--- src/rtl/seq_signed_mult_if.sv ---
// Handshake bundle for seq_signed_mult: operand channel in, product channel out.
// The master side is the producer/consumer; the slave side is the multiplier.
interface seq_signed_mult_if #(
   parameter int WIDTH = 16
);
   logic                   in_valid;
   logic                   in_ready;
   logic [WIDTH-1:0]       a;
   logic [WIDTH-1:0]       b;
   logic                   signed_mode;
   logic                   out_valid;
   logic                   out_ready;
   logic [2*WIDTH-1:0]     r;
   logic                   busy;

   modport master (
      output in_valid, a, b, signed_mode, out_ready,
      input  in_ready, out_valid, r, busy
   );

   modport slave (
      input  in_valid, a, b, signed_mode, out_ready,
      output in_ready, out_valid, r, busy
   );
endinterface

--- src/rtl/seq_signed_mult.sv ---
// Area-lean radix-2 shift-add multiplier on operand magnitudes, one multiplier
// bit per cycle, with a two's-complement sign fix on the final cycle.
module seq_signed_mult #(
   parameter  int WIDTH = 16,
   localparam int CNT_W = $clog2(WIDTH + 1)
) (
   input  logic            clk,
   input  logic            rst_n,
   seq_signed_mult_if.slave bus
);

   typedef enum logic [1:0] {
      S_IDLE,
      S_CALC,
      S_DONE
   } state_t;

   localparam logic [CNT_W-1:0] LAST_BIT = CNT_W'(WIDTH - 1);

   state_t               state_q, state_d;
   logic [WIDTH-1:0]     mcand_q, mcand_d;
   logic [WIDTH-1:0]     mplier_q, mplier_d;
   logic [2*WIDTH-1:0]   acc_q, acc_d;
   logic [CNT_W-1:0]     cnt_q, cnt_d;
   logic                 sign_q, sign_d;
   logic [2*WIDTH-1:0]   r_q, r_d;

   logic [WIDTH:0]       acc_sum;
   logic [2*WIDTH-1:0]   acc_step;

   // |x| only for negative two's-complement inputs; -2^(WIDTH-1) maps to 2^(WIDTH-1) unsigned.
   function automatic logic [WIDTH-1:0] magnitude(input logic [WIDTH-1:0] val,
                                                  input logic             is_signed);
      if (is_signed && val[WIDTH-1])
         return ~val + WIDTH'(1);
      return val;
   endfunction

   function automatic logic [2*WIDTH-1:0] apply_sign(input logic [2*WIDTH-1:0] mag,
                                                     input logic               neg);
      if (neg)
         return ~mag + (2*WIDTH)'(1);
      return mag;
   endfunction

   // Right-shifting accumulator: add into the upper half, then shift the
   // whole product one place; after WIDTH steps it holds the full magnitude.
   always_comb begin
      acc_sum  = {1'b0, acc_q[2*WIDTH-1:WIDTH]}
               + {1'b0, (mplier_q[0] ? mcand_q : {WIDTH{1'b0}})};
      acc_step = {acc_sum, acc_q[WIDTH-1:1]};
   end

   always_comb begin
      state_d  = state_q;
      mcand_d  = mcand_q;
      mplier_d = mplier_q;
      acc_d    = acc_q;
      cnt_d    = cnt_q;
      sign_d   = sign_q;
      r_d      = r_q;

      unique case (state_q)
         S_IDLE: begin
            if (bus.in_valid) begin
               mcand_d  = magnitude(bus.a, bus.signed_mode);
               mplier_d = magnitude(bus.b, bus.signed_mode);
               sign_d   = bus.signed_mode & (bus.a[WIDTH-1] ^ bus.b[WIDTH-1]);
               acc_d    = '0;
               cnt_d    = '0;
               state_d  = S_CALC;
            end
         end
         S_CALC: begin
            acc_d    = acc_step;
            mplier_d = mplier_q >> 1;
            cnt_d    = cnt_q + CNT_W'(1);
            if (cnt_q == LAST_BIT) begin
               r_d     = apply_sign(acc_step, sign_q);
               state_d = S_DONE;
            end
         end
         S_DONE: begin
            if (bus.out_ready)
               state_d = S_IDLE;
         end
         default: state_d = S_IDLE;
      endcase
   end

   always_ff @(posedge clk or negedge rst_n) begin
      if (!rst_n) begin
         state_q  <= S_IDLE;
         mcand_q  <= '0;
         mplier_q <= '0;
         acc_q    <= '0;
         cnt_q    <= '0;
         sign_q   <= 1'b0;
         r_q      <= '0;
      end else begin
         state_q  <= state_d;
         mcand_q  <= mcand_d;
         mplier_q <= mplier_d;
         acc_q    <= acc_d;
         cnt_q    <= cnt_d;
         sign_q   <= sign_d;
         r_q      <= r_d;
      end
   end

   assign bus.in_ready  = (state_q == S_IDLE);
   assign bus.out_valid = (state_q == S_DONE);
   assign bus.busy      = (state_q != S_IDLE);
   assign bus.r         = r_q;

endmodule

--- src/flat_wrapper.sv ---
// flat-port wrapper written by rule: the top's interface ports become plain ports
module seq_signed_mult_flat 
#(
   parameter  int WIDTH = 16,
   localparam int CNT_W = $clog2(WIDTH + 1)
)
  (clk, rst_n, bus_in_valid, bus_a, bus_b, bus_signed_mode, bus_out_ready, bus_in_ready, bus_out_valid, bus_r, bus_busy);
  seq_signed_mult_if #(.WIDTH(WIDTH)) bus_i ();
  input  logic clk;
  input  logic rst_n;
  input wire logic [$bits(bus_i.in_valid)-1:0] bus_in_valid;
  input wire logic [$bits(bus_i.a)-1:0] bus_a;
  input wire logic [$bits(bus_i.b)-1:0] bus_b;
  input wire logic [$bits(bus_i.signed_mode)-1:0] bus_signed_mode;
  input wire logic [$bits(bus_i.out_ready)-1:0] bus_out_ready;
  output wire logic [$bits(bus_i.in_ready)-1:0] bus_in_ready;
  output wire logic [$bits(bus_i.out_valid)-1:0] bus_out_valid;
  output wire logic [$bits(bus_i.r)-1:0] bus_r;
  output wire logic [$bits(bus_i.busy)-1:0] bus_busy;
  assign bus_i.in_valid = bus_in_valid;
  assign bus_i.a = bus_a;
  assign bus_i.b = bus_b;
  assign bus_i.signed_mode = bus_signed_mode;
  assign bus_i.out_ready = bus_out_ready;
  assign bus_in_ready = bus_i.in_ready;
  assign bus_out_valid = bus_i.out_valid;
  assign bus_r = bus_i.r;
  assign bus_busy = bus_i.busy;
  seq_signed_mult #(.WIDTH(WIDTH)) u_core (.clk(clk), .rst_n(rst_n), .bus(bus_i));
endmodule
--- config.mk ---
export PLATFORM = sky130hd
export DESIGN_NAME = seq_signed_mult_flat
export DESIGN_NICKNAME = d
export VERILOG_FILES = /design/src/rtl/seq_signed_mult_if.sv /design/src/rtl/seq_signed_mult.sv /design/src/flat_wrapper.sv
export SDC_FILE = /design/constraint.sdc
export NUM_CORES = 1
export LEC_CHECK = 0
export ABC_AREA = 1
export CAP_MARGIN = 20
export CORE_MARGIN = 5
export CORE_UTILIZATION = 60
export CTS_BUF_LIST = sky130_fd_sc_hd__clkbuf_4 sky130_fd_sc_hd__clkbuf_8
export DETAILED_ROUTE_END_ITERATION = 7
export GPL_TIMING_DRIVEN = 0
export PLACE_DENSITY_LB_ADDON = 0.3
export SYNTH_ARGS = -nofsm -noshare
export SYNTH_HDL_FRONTEND = slang
export SYNTH_SLANG_ARGS = --single-unit
--- constraint.sdc ---
create_clock -name clk -period 8.5 [get_ports clk]
set_input_delay 0.85 -clock clk [delete_from_list [all_inputs] [get_ports clk]]
set_output_delay 0.85 -clock clk [all_outputs]
set_load 0.02 [all_outputs]
==> flow_metrics.py, run 1 <==
metrics = {
    "hold_path": {
        "hold_class": "primary input to asynchronous set/reset pin",
    },
    "layout": {
        "nNetsFinal": 1006,
        "fin_util_pct": 72.5,
        "drive_gt1_share_pct": 8.19,
        "diodes": 0,
        "layout.cells.non_filler": 1088,
        "area_growth_pct": 17.0,
        "fill_cells": 850,
    },
    "sta": {
        "skew_ns": 0.0126,
        "final_hold_viol_count": 0,
        "slew_viol_final": 0,
        "relSlewSlack_pct": 58.5,
        "worst_slew_pin_slew_ns": 0.623,
        "rsz0062_at_grt": "no",
        "finalSetupTns_ns": 0,
        "fin_crit_sh_pct": 39.6,
        "setup_viol": 0,
        "min_period_ns": 3.37,
        "fmax_mhz": 297,
    },
    "grt": {
        "antenna_found_initial": 0,
        "overflow": 0,
        "grt_start_max_net_pins": 56,
        "grt_pass1_wl_um": 24800,
        "grt_pass1_vias": 5422,
        "grt.total_usage_pct": 23.9,
    },
    "setup_path": {
        "worst_path_max_delay_cell": "fa_1",
        "worstPathArrival_ns": 3.64,
        "endpoint_kind": "flop",
        "crit_chain": "clkbuf_1, clkbuf_1, nand2_1, inv_1, ha_1, fa_1, nor3_1, nand3_1, nor2_2, nand2_1, nor2_2, nand2_1, nand2_2, nand3_1, nand3_1, nand2_1",
        "cp.required_ns": 8.78,
        "crit_top_cell": "nand2_1",
        "crit_type": "flop to flop",
        "max_stage_delay_ns": 0.54,
        "cp_max_fo": 10,
        "startpoint_type": "flop",
    },
    "placement": {
        "globalplace.congestion": 0.883,
        "dp.cells": 1072,
        "place.detailed.hpwl_um": 11600,
        "io_buffers": 71,
    },
    "cts": {
        "cts_root_buf": "clkbuf_8",
        "cts-hold-fix-buffers": 0,
        "cts_tree": "built",
        "cts_buffers": 9,
        "post-cts-setup-buffers": 0,
        "clk_latency_ns": 0.39,
        "cts-resized-gates": 0,
        "clkTransAtPathRegs_ns": 0.11,
        "clkSinkCount": 103,
        "cts_buffer_depth": 2,
        "htree_levels": 3,
    },
    "detailed_routing": {
        "initialDrtViolationCount": 341,
        "dr.pass1.iters": 5,
        "routed_wl_um": 14700,
        "vias": 5751,
        "drc": 0,
        "vias_per_cell": 5.29,
        "postRouteAntennaNets": 0,
        "wire_per_inst_um": 13.5,
    },
    "logic_synthesis": {
        "ys_ff_latch": 103,
        "synth_common_cells": "nand2_1, dfrtp_1, inv_1",
        "postSynthAreaPerCell_um2": 7.48,
        "netlist_instances": 864,
        "ys_async_sr_fraction_pct": 100,
        "synthTopCellsByArea": "dfrtp_1, nand2_1, inv_1",
        "yosysSeqAreaShare_pct": 39.9,
        "syn_nets": 923,
        "yosys.area.top_type": "dfrtp_1",
        "synth_cell_type_count": 38,
        "synth_top_area_share_pct": 39.9,
        "synth-edff-count": 0,
        "syn_area_um2": 6460,
        "synth_ff_type": "dfrtp_1",
        "yosysWarnings": 0,
        "synth.most_common_cell": "nand2_1",
    },
    "power": {
        "pwr-share-seq_pct": 29.7,
        "power.share.switching_pct": 48.7,
        "p_clk_share_pct": 10.8,
        "p_per_area_nw_per_um2": 369,
        "p_leak_nw": 3.78,
        "ir_drop_mv": 0.169,
        "p_int_mw": 1.43,
        "p_switching_mw": 1.36,
        "p_comb_share_pct": 59.5,
    },
    "die": {
        "die_area_um2": 12900,
        "core.rowCount": 37,
        "start_util_pct": 62.0,
        "core_area_um2": 10400,
        "die_y_um": 114,
        "die_w_um": 114,
        "ioPinCount": 72,
    },
    "run_status": {
        "status": "completed",
    },
    "job": {
        "maxCapViolCount": 0,
    },
}
[metrics by stage]
stage	cell area, um^2	hold WS (ns)	setup slack, ns	total power [mW]
final	7560	0.462	5.13	2.79
after global routing	7560	0.521	4.77	3.04
after CTS	7560	0.487	5.10	2.79
after detailed placement	7360	0.469	5.13	2.49
after global placement	7340	0.465	2.84	2.44
after floorplan	6460	0.449	5.83	2.01
[power groups by stage]
stage	logic, mW	clock network [mW]	registers (mW)
floorplan	1.13	0	0.887
global placement	1.62	0	0.826
detailed placement	1.66	0	0.834
CTS	1.66	0.302	0.825
global route	1.86	0.324	0.856
finish	1.66	0.301	0.828
[state kept, by name, indices dropped and copies added, names as in the netlist]
register         count
u_core.acc_q        31
u_core.mplier_q     16
u_core.state_q       2
u_core.cnt_q         5
u_core.sign_q        1
u_core.bus.r        32
u_core.mcand_q      16
[final timing paths]
| kind | slack (ns) | startpoint | cells after the start | end |
|---|---|---|---|---|
| min reg2reg | 0.49 | u_core.bus.r[3] | 2 | u_core.bus.r[3] |
| min in group clk | 0.49 | u_core.bus.r[3] | 2 | u_core.bus.r[3] |
| max reg2reg | 5.13 | u_core.mplier_q[0] | 16 | u_core.bus.r[31] |
| min | 0.46 | rst_n | 1 | u_core.acc_q[23] |
| max in group asynchronous | 7.38 | rst_n | 2 | u_core.bus.r[10] |
| max | 5.13 | u_core.mplier_q[0] | 16 | u_core.bus.r[31] |
[cell usage in the layout, fill, tap and decap left out, types with 3 or more instances in the layout]
| master | instances |
|---|---|
| nand2_1 | 253 |
| dfrtp_1 | 103 |
| inv_1 | 102 |
| o21ai_0 | 75 |
| clkdlybuf4s50_1 | 70 |
| nor2_1 | 49 |
| nand3_1 | 45 |
| xor2_1 | 37 |
| ha_1 | 21 |
| nand2_2 | 18 |
| clkbuf_1 | 18 |
| o22ai_1 | 18 |
| a21oi_1 | 14 |
| a22oi_1 | 14 |
| xnor2_1 | 11 |
| nor3_1 | 9 |
| o21ai_1 | 9 |
| nor2_2 | 9 |
| clkbuf_8 | 9 |
| nand4_1 | 8 |
| inv_2 | 7 |
| or2_2 | 6 |
| buf_2 | 6 |
| nand3_2 | 5 |
| a31oi_1 | 4 |
| nor2_8 | 3 |
| and2_1 | 3 |
| clkinv_4 | 3 |
[per-layer routing]
layer | part of all wire, % | global-route usage (%) | vias to the layer above
met2 | 45 | 38.7 | 173
li1 | - | - | 2956
met1 | 46 | 32.4 | 2598
met4 | 2.4 | 9.54 | 0
met3 | 6.1 | 3.50 | 24
met5 | 0 | 0 | -
[kinds of logic after synthesis]
logic type | after synthesis | share of synthesized area [%]
xor+xnor | 48 | 6.51
flops | 103 | 39.9
simple gates | 414 | 28.6
fa+ha+maj | 22 | 4.38
buf+inv | 135 | 8.02
compound gates | 142 | 12.6
[area by class of cell]
class | instances | area [um^2] | area share [%]
Buffer | 26 | 109 | 1.44
Timing Repair Buffer | 72 | 736 | 9.74
Multi-Input combinational cell | 626 | 3360 | 44.5
Sequential cell | 103 | 2580 | 34.1
Tap cell | 136 | 170 | 2.25
Clock buffer | 9 | 124 | 1.64
Clock inverter | 7 | 67.6 | 0.894
Inverter | 109 | 409 | 5.41
[critical path, delay by kind of cell (launching register included)]
family / cells / cell delay [ns]
simple gates: 11 / 1.35
fa+ha+maj: 2 / 0.80
buf+inv: 3 / 0.76
flops: 1 / 0.34
(Power assumes the default switching activity.)
==> run 2: changes to the inputs <==
--- a/config.mk
+++ b/config.mk
@@ -8,7 +8,7 @@
 export ABC_AREA = 1
 export CAP_MARGIN = 20
 export CORE_MARGIN = 5
-export CORE_UTILIZATION = 60
+export CORE_UTILIZATION = 59
 export CTS_BUF_LIST = sky130_fd_sc_hd__clkbuf_4 sky130_fd_sc_hd__clkbuf_8
 export DETAILED_ROUTE_END_ITERATION = 7
 export GPL_TIMING_DRIVEN = 0
==> constraint.sdc (replaced) <==
create_clock -name clk -period 3.15 [get_ports clk]
set_input_delay 0.315 -clock clk [delete_from_list [all_inputs] [get_ports clk]]
set_output_delay 0.315 -clock clk [all_outputs]
set_load 0.02 [all_outputs]
==> run 2 against run 1 <==
Wire length increased by 1.3%. Sequential power grew to 2.7 times the previous value. Register-to-register slack worse by 4.9 ns. Die area is 1.5% higher.
==> flow_metrics.py, run 2 (synthesized netlist as in run 1, its figures left out) <==
metrics = {
    "cts": {
        "clkTransAtPathRegs_ns": 0.11,
        "cts_buffer_depth": 2,
        "htree_levels": 3,
        "clkSinkCount": 103,
        "cts_buffers": 9,
        "cts_root_buf": "clkbuf_8",
        "cts_tree": "built",
        "clk_latency_ns": 0.38,
    },
    "die": {
        "ioPinCount": 72,
        "die_y_um": 115,
        "start_util_pct": 59.8,
        "die_area_um2": 13100,
        "die_w_um": 115,
        "core.rowCount": 38,
        "core_area_um2": 10800,
    },
    "setup_path": {
        "endpoint_kind": "flop",
        "cp.required_ns": 3.42,
        "crit_type": "flop to flop",
        "worstPathArrival_ns": 3.16,
        "cp_max_fo": 17,
        "startpoint_type": "flop",
    },
    "hold_path": {
        "hold_class": "primary input to asynchronous set/reset pin",
    },
    "power": {
        "p_per_area_nw_per_um2": 1000,
        "power.share.switching_pct": 48.2,
        "pwr-share-seq_pct": 29.8,
        "p_clk_share_pct": 11.7,
        "power_mw": 7.61,
        "p_switching_mw": 3.67,
        "p_comb_share_pct": 58.5,
        "p_leak_nw": 3.78,
        "ir_drop_mv": 0.489,
        "p_int_mw": 3.95,
    },
    "sta": {
        "relSlewSlack_pct": 60.9,
        "rsz0062_at_grt": "no",
        "fmax_mhz": 346,
        "final_hold_viol_count": 0,
        "finalSetupTns_ns": 0,
        "min_period_ns": 2.89,
        "worst_slew_pin_slew_ns": 0.587,
        "setup_viol": 0,
        "slew_viol_final": 0,
        "fin_crit_sh_pct": 91.7,
        "skew_ns": 0.0132,
    },
    "placement": {
        "place_area_um2": 7370,
        "io_buffers": 71,
        "place.detailed.hpwl_um": 11800,
        "globalplace.congestion": 0.886,
    },
    "detailed_routing": {
        "vias_per_cell": 5.29,
        "routed_wl_um": 14900,
        "wire_per_inst_um": 13.7,
        "dr.pass1.iters": 5,
        "vias": 5776,
        "initialDrtViolationCount": 371,
        "drc": 0,
        "postRouteAntennaNets": 0,
    },
    "layout": {
        "multiInputGateArea_um2": 3360,
        "design_area_um2": 7590,
        "final_common_cell": "nand2_1",
        "diodes": 0,
        "fill_cells": 909,
        "ff_latch_area_um2": 2580,
        "largest_reg_flops": 32,
        "nNetsFinal": 1005,
        "area_growth_pct": 17.5,
        "layout_common_cells": "nand2_1, inv_1, dfrtp_1, o21ai_0, clkdlybuf4s50_1",
        "drive_gt1_share_pct": 8.31,
    },
    "grt": {
        "antenna_found_initial": 0,
        "grt_pass1_vias": 5470,
        "grt_start_max_net_pins": 61,
        "grt_pass1_wl_um": 25600,
        "overflow": 0,
        "grt.total_usage_pct": 24.2,
    },
    "run_status": {
        "status": "completed",
    },
    "job": {
        "maxCapViolCount": 0,
    },
}
-- run 2: cell type report --
class	count	area share, %
plain buffers	24	1.34
clock buffers	9	1.63
inverters	109	5.39
repair buffers	73	9.83
flip-flops and latches	103	34.0
multi-input cells	626	44.3
well taps	140	2.31
clock inverters	7	1.19
-- run 2: path summary, 6_finish.rpt --
check                                   start                 end  slack [ns]  cells past startpoint
max                        u_core.mplier_q[0]    u_core.bus.r[31]        0.26                     14
min                                     rst_n    u_core.acc_q[23]        0.45                      2
max reg2reg                u_core.mplier_q[0]    u_core.bus.r[31]        0.26                     14
min reg2reg                   u_core.bus.r[8]     u_core.bus.r[8]        0.49                      2
max in group asynchronous               rst_n  u_core.mplier_q[0]        1.99                      3
min in group clk              u_core.bus.r[8]     u_core.bus.r[8]        0.49                      2
-- run 2: what timing repair did --
action,CTS,global route
setup endpoints to repair,7,7
hold buffers,1,0
gates resized for setup,1,2
hold endpoints to repair,43,0
buffers inserted,0,0
-- run 2: critical path, cell delays in order, from the launching register on --
cell     delay [ns]
dfrtp_4        0.58
nand2_1        0.11
inv_1          0.06
ha_1           0.25
fa_1           0.56
nor3_1         0.23
nand3_1        0.13
nor2_2         0.17
nand2_1        0.13
nor2_2         0.14
nand2_1        0.09
nand2_2        0.09
nand3_1        0.08
nand3_1        0.10
nand2_1        0.06
-- run 2: layer usage --
metal / wire [um] / global-route usage [%] / vias to the layer above
met1: 6940 / 33.0 / 2666
met5: 0 / 0 / -
met2: 6930 / 39.9 / 146
met4: 300 / 8.08 / 0
li1: - / - / 2942
met3: 750 / 3.12 / 22
-- run 2: power by group through the flow --
stage	combinational (mW)	sequential (mW)	clock, mW
6_report	4.45	2.27	0.891
5_1_grt	5.01	2.35	0.958
4_1_cts	4.48	2.25	0.901
3_5_place_dp	4.48	2.25	0
3_3_place_gp	4.37	2.23	0
2_1_floorplan	3.04	2.39	0
-- run 2: metrics by stage --
step / util [%] / setup WS (ns) / hold slack (ns) / cells
after floorplan: - / 0.479 / 0.0194 / 864
after global placement: 68.1 / -2.01 / 0.464 / 1075
after detailed placement: 68.3 / -0.176 / 0.341 / 1076
after CTS: 70.3 / 0.0461 / 0.473 / 1092
after global routing: 70.3 / 0.0223 / 0.513 / 1091
final: 70.3 / 0.263 / 0.454 / 1091
==> run 3: changes to the inputs <==
--- a/config.mk
+++ b/config.mk
@@ -13,6 +13,7 @@
 export DETAILED_ROUTE_END_ITERATION = 7
 export GPL_TIMING_DRIVEN = 0
 export PLACE_DENSITY_LB_ADDON = 0.3
+export RECOVER_POWER = 100
 export SYNTH_ARGS = -nofsm -noshare
 export SYNTH_HDL_FRONTEND = slang
 export SYNTH_SLANG_ARGS = --single-unit
==> run 3 against run 2 <==
Clock skew decreased by 0.0040 ns. Global-route usage unchanged. Clock power about the same. Die area stayed put. Maximum frequency grew 0.23%. Largest power group unchanged. Sequential power about the same. Worst hold slack improved by 0.034 ns. Via count hardly changed. Highest routed layer unchanged. Wire length fell by 0.29%. Cell count did not move. Critical path depth did not move. Critical path type unchanged. First-iteration DRC count increased by 6.7%.
==> flow_metrics.py, run 3 (synthesized netlist as in run 1, its figures left out) <==
metrics = {
    "cts": {
        "cts_buffers": 9,
        "cts_tree": "built",
        "clkTransAtPathRegs_ns": 0.10,
        "clkSinkCount": 103,
        "cts_root_buf": "clkbuf_8",
        "cts_buffer_depth": 2,
        "post-cts-setup-buffers": 0,
        "htree_levels": 3,
        "clk_latency_ns": 0.38,
    },
    "setup_path": {
        "critPathTopFamily": "simple AND/OR/NAND/NOR gates",
        "endpoint_kind": "flop",
        "cp_max_fo": 17,
        "crit_type": "flop to flop",
        "crit_top_cell": "nand2_1",
        "path_buf_inv": 1,
        "startpoint_type": "flop",
        "worst_path_max_delay_cell": "dfrtp_4",
        "max_stage_delay_ns": 0.58,
        "crit_chain": "nand2_1, inv_1, ha_1, fa_1, nor3_1, nand3_1, nor2_2, nand2_1, nor2_2, nand2_1, nand2_2, nand3_1, nand3_1, nand2_1",
        "cp.required_ns": 3.42,
        "worstPathArrival_ns": 3.15,
    },
    "detailed_routing": {
        "met3RoutedLength_um": 747,
        "drc": 0,
        "dr.max_layer_used": "met4",
        "wl_met1_um": 6900,
        "wire_per_inst_um": 13.6,
        "met2_length_um": 6920,
        "vias": 5781,
        "routed_wl_um": 14900,
        "dr.pass1.iters": 5,
        "postRouteAntennaNets": 0,
        "vias_per_cell": 5.30,
        "initialDrtViolationCount": 396,
    },
    "placement": {
        "globalplace.congestion": 0.886,
        "io_buffers": 71,
        "place.detailed.hpwl_um": 11800,
    },
    "layout": {
        "layout_common_cells": "nand2_1, inv_1, dfrtp_1, o21ai_0, nor2_1",
        "fill_cells": 917,
        "final_common_cell": "nand2_1",
        "nNetsFinal": 1005,
        "largest_reg_flops": 32,
        "drive_gt1_share_pct": 7.26,
        "fin_util_pct": 70.1,
        "diodes": 0,
        "area_growth_pct": 17.2,
    },
    "grt": {
        "overflow": 0,
        "grt.total_usage_pct": 24.2,
        "grt_pass1_vias": 5470,
        "grt_start_max_net_pins": 61,
        "antenna_found_initial": 0,
        "grt_pass1_wl_um": 25600,
    },
    "sta": {
        "final_hold_viol_count": 0,
        "slew_viol_final": 0,
        "fin_crit_sh_pct": 91.4,
        "fmax_mhz": 347,
        "hold_ws_ns": 0.488,
        "skew_ns": 0.00923,
        "setup_viol": 0,
        "finalSetupTns_ns": 0,
        "min_period_ns": 2.88,
        "rsz0062_at_grt": "no",
        "worst_slew_pin_slew_ns": 1.10,
        "relSlewSlack_pct": 26.6,
    },
    "power": {
        "ir_drop_mv": 0.463,
        "power_mw": 7.51,
        "p_leak_nw": 3.85,
        "p_per_area_nw_per_um2": 992,
    },
    "die": {
        "ioPinCount": 72,
        "core_area_um2": 10800,
        "die_y_um": 115,
        "start_util_pct": 59.8,
        "die_w_um": 115,
        "die_area_um2": 13100,
        "core.rowCount": 38,
    },
    "job": {
        "maxCapViolCount": 0,
    },
    "hold_path": {
        "hold_class": "flop to flop",
    },
    "run_status": {
        "status": "completed",
    },
}
==> run 3: worst reg2reg max path, delay by kind of cell (launching register included) <==
kind                     cells  cell delay [ns]
AND/OR/NAND/NOR             11             1.35
adder cells (fa/ha/maj)      2             0.79
flip-flops                   1             0.58
buffers and inverters        1             0.06
==> run 3: layout make-up <==
class | count | area (um^2) | area share (%)
Sequential cell | 103 | 2580 | 34.1
Tap cell | 140 | 175 | 2.31
Clock buffer | 9 | 124 | 1.64
Timing Repair Buffer | 73 | 743 | 9.82
Buffer | 24 | 95.1 | 1.26
Inverter | 109 | 409 | 5.40
Clock inverter | 7 | 90.1 | 1.19
Multi-Input combinational cell | 626 | 3350 | 44.3
==> run 3: timing repair <==
| item | 4_1_cts | 5_1_grt |
|---|---|---|
| endpoints found under the setup margin | 7 | 7 |
| hold buffers | 1 | 0 |
| gates resized for setup | 1 | 2 |
| hold endpoints to repair | 43 | 0 |
==> run 3: final timing paths <==
kind,from,end,slack [ns],cells after the start
min reg2reg,u_core.bus.r[8],u_core.bus.r[8],0.49,2
min,u_core.bus.r[8],u_core.bus.r[8],0.49,2
max in group asynchronous,rst_n,u_core.mplier_q[0],1.62,3
min in group asynchronous,rst_n,u_core.acc_q[23],0.67,2
max reg2reg,u_core.mplier_q[0],u_core.bus.r[31],0.27,14
max,u_core.mplier_q[0],u_core.bus.r[31],0.27,14
==> run 3: metrics by stage <==
step,std cells,setup slack (ns),instance area (um^2)
finish,1091,0.270,7570
global route,1091,0.0223,7570
CTS,1092,0.0461,7590
detailed placement,1076,-0.176,7370
global placement,1075,-2.01,7340
floorplan,864,0.479,6460
==> run 3: per-layer routing <==
metal / up-vias / GRT usage (%)
met5: - / 0
met4: 0 / 8.08
met3: 25 / 3.12
met2: 155 / 39.9
met1: 2657 / 33.0
li1: 2944 / -
==> run 3: report_power, final <==
part	switching, mW	internal (mW)	total [mW]	leakage [nW]
registers	0.367	1.89	2.26	1.32
logic	2.77	1.59	4.36	2.43
clock network	0.506	0.383	0.890	0.101
total	3.64	3.87	7.51	3.85
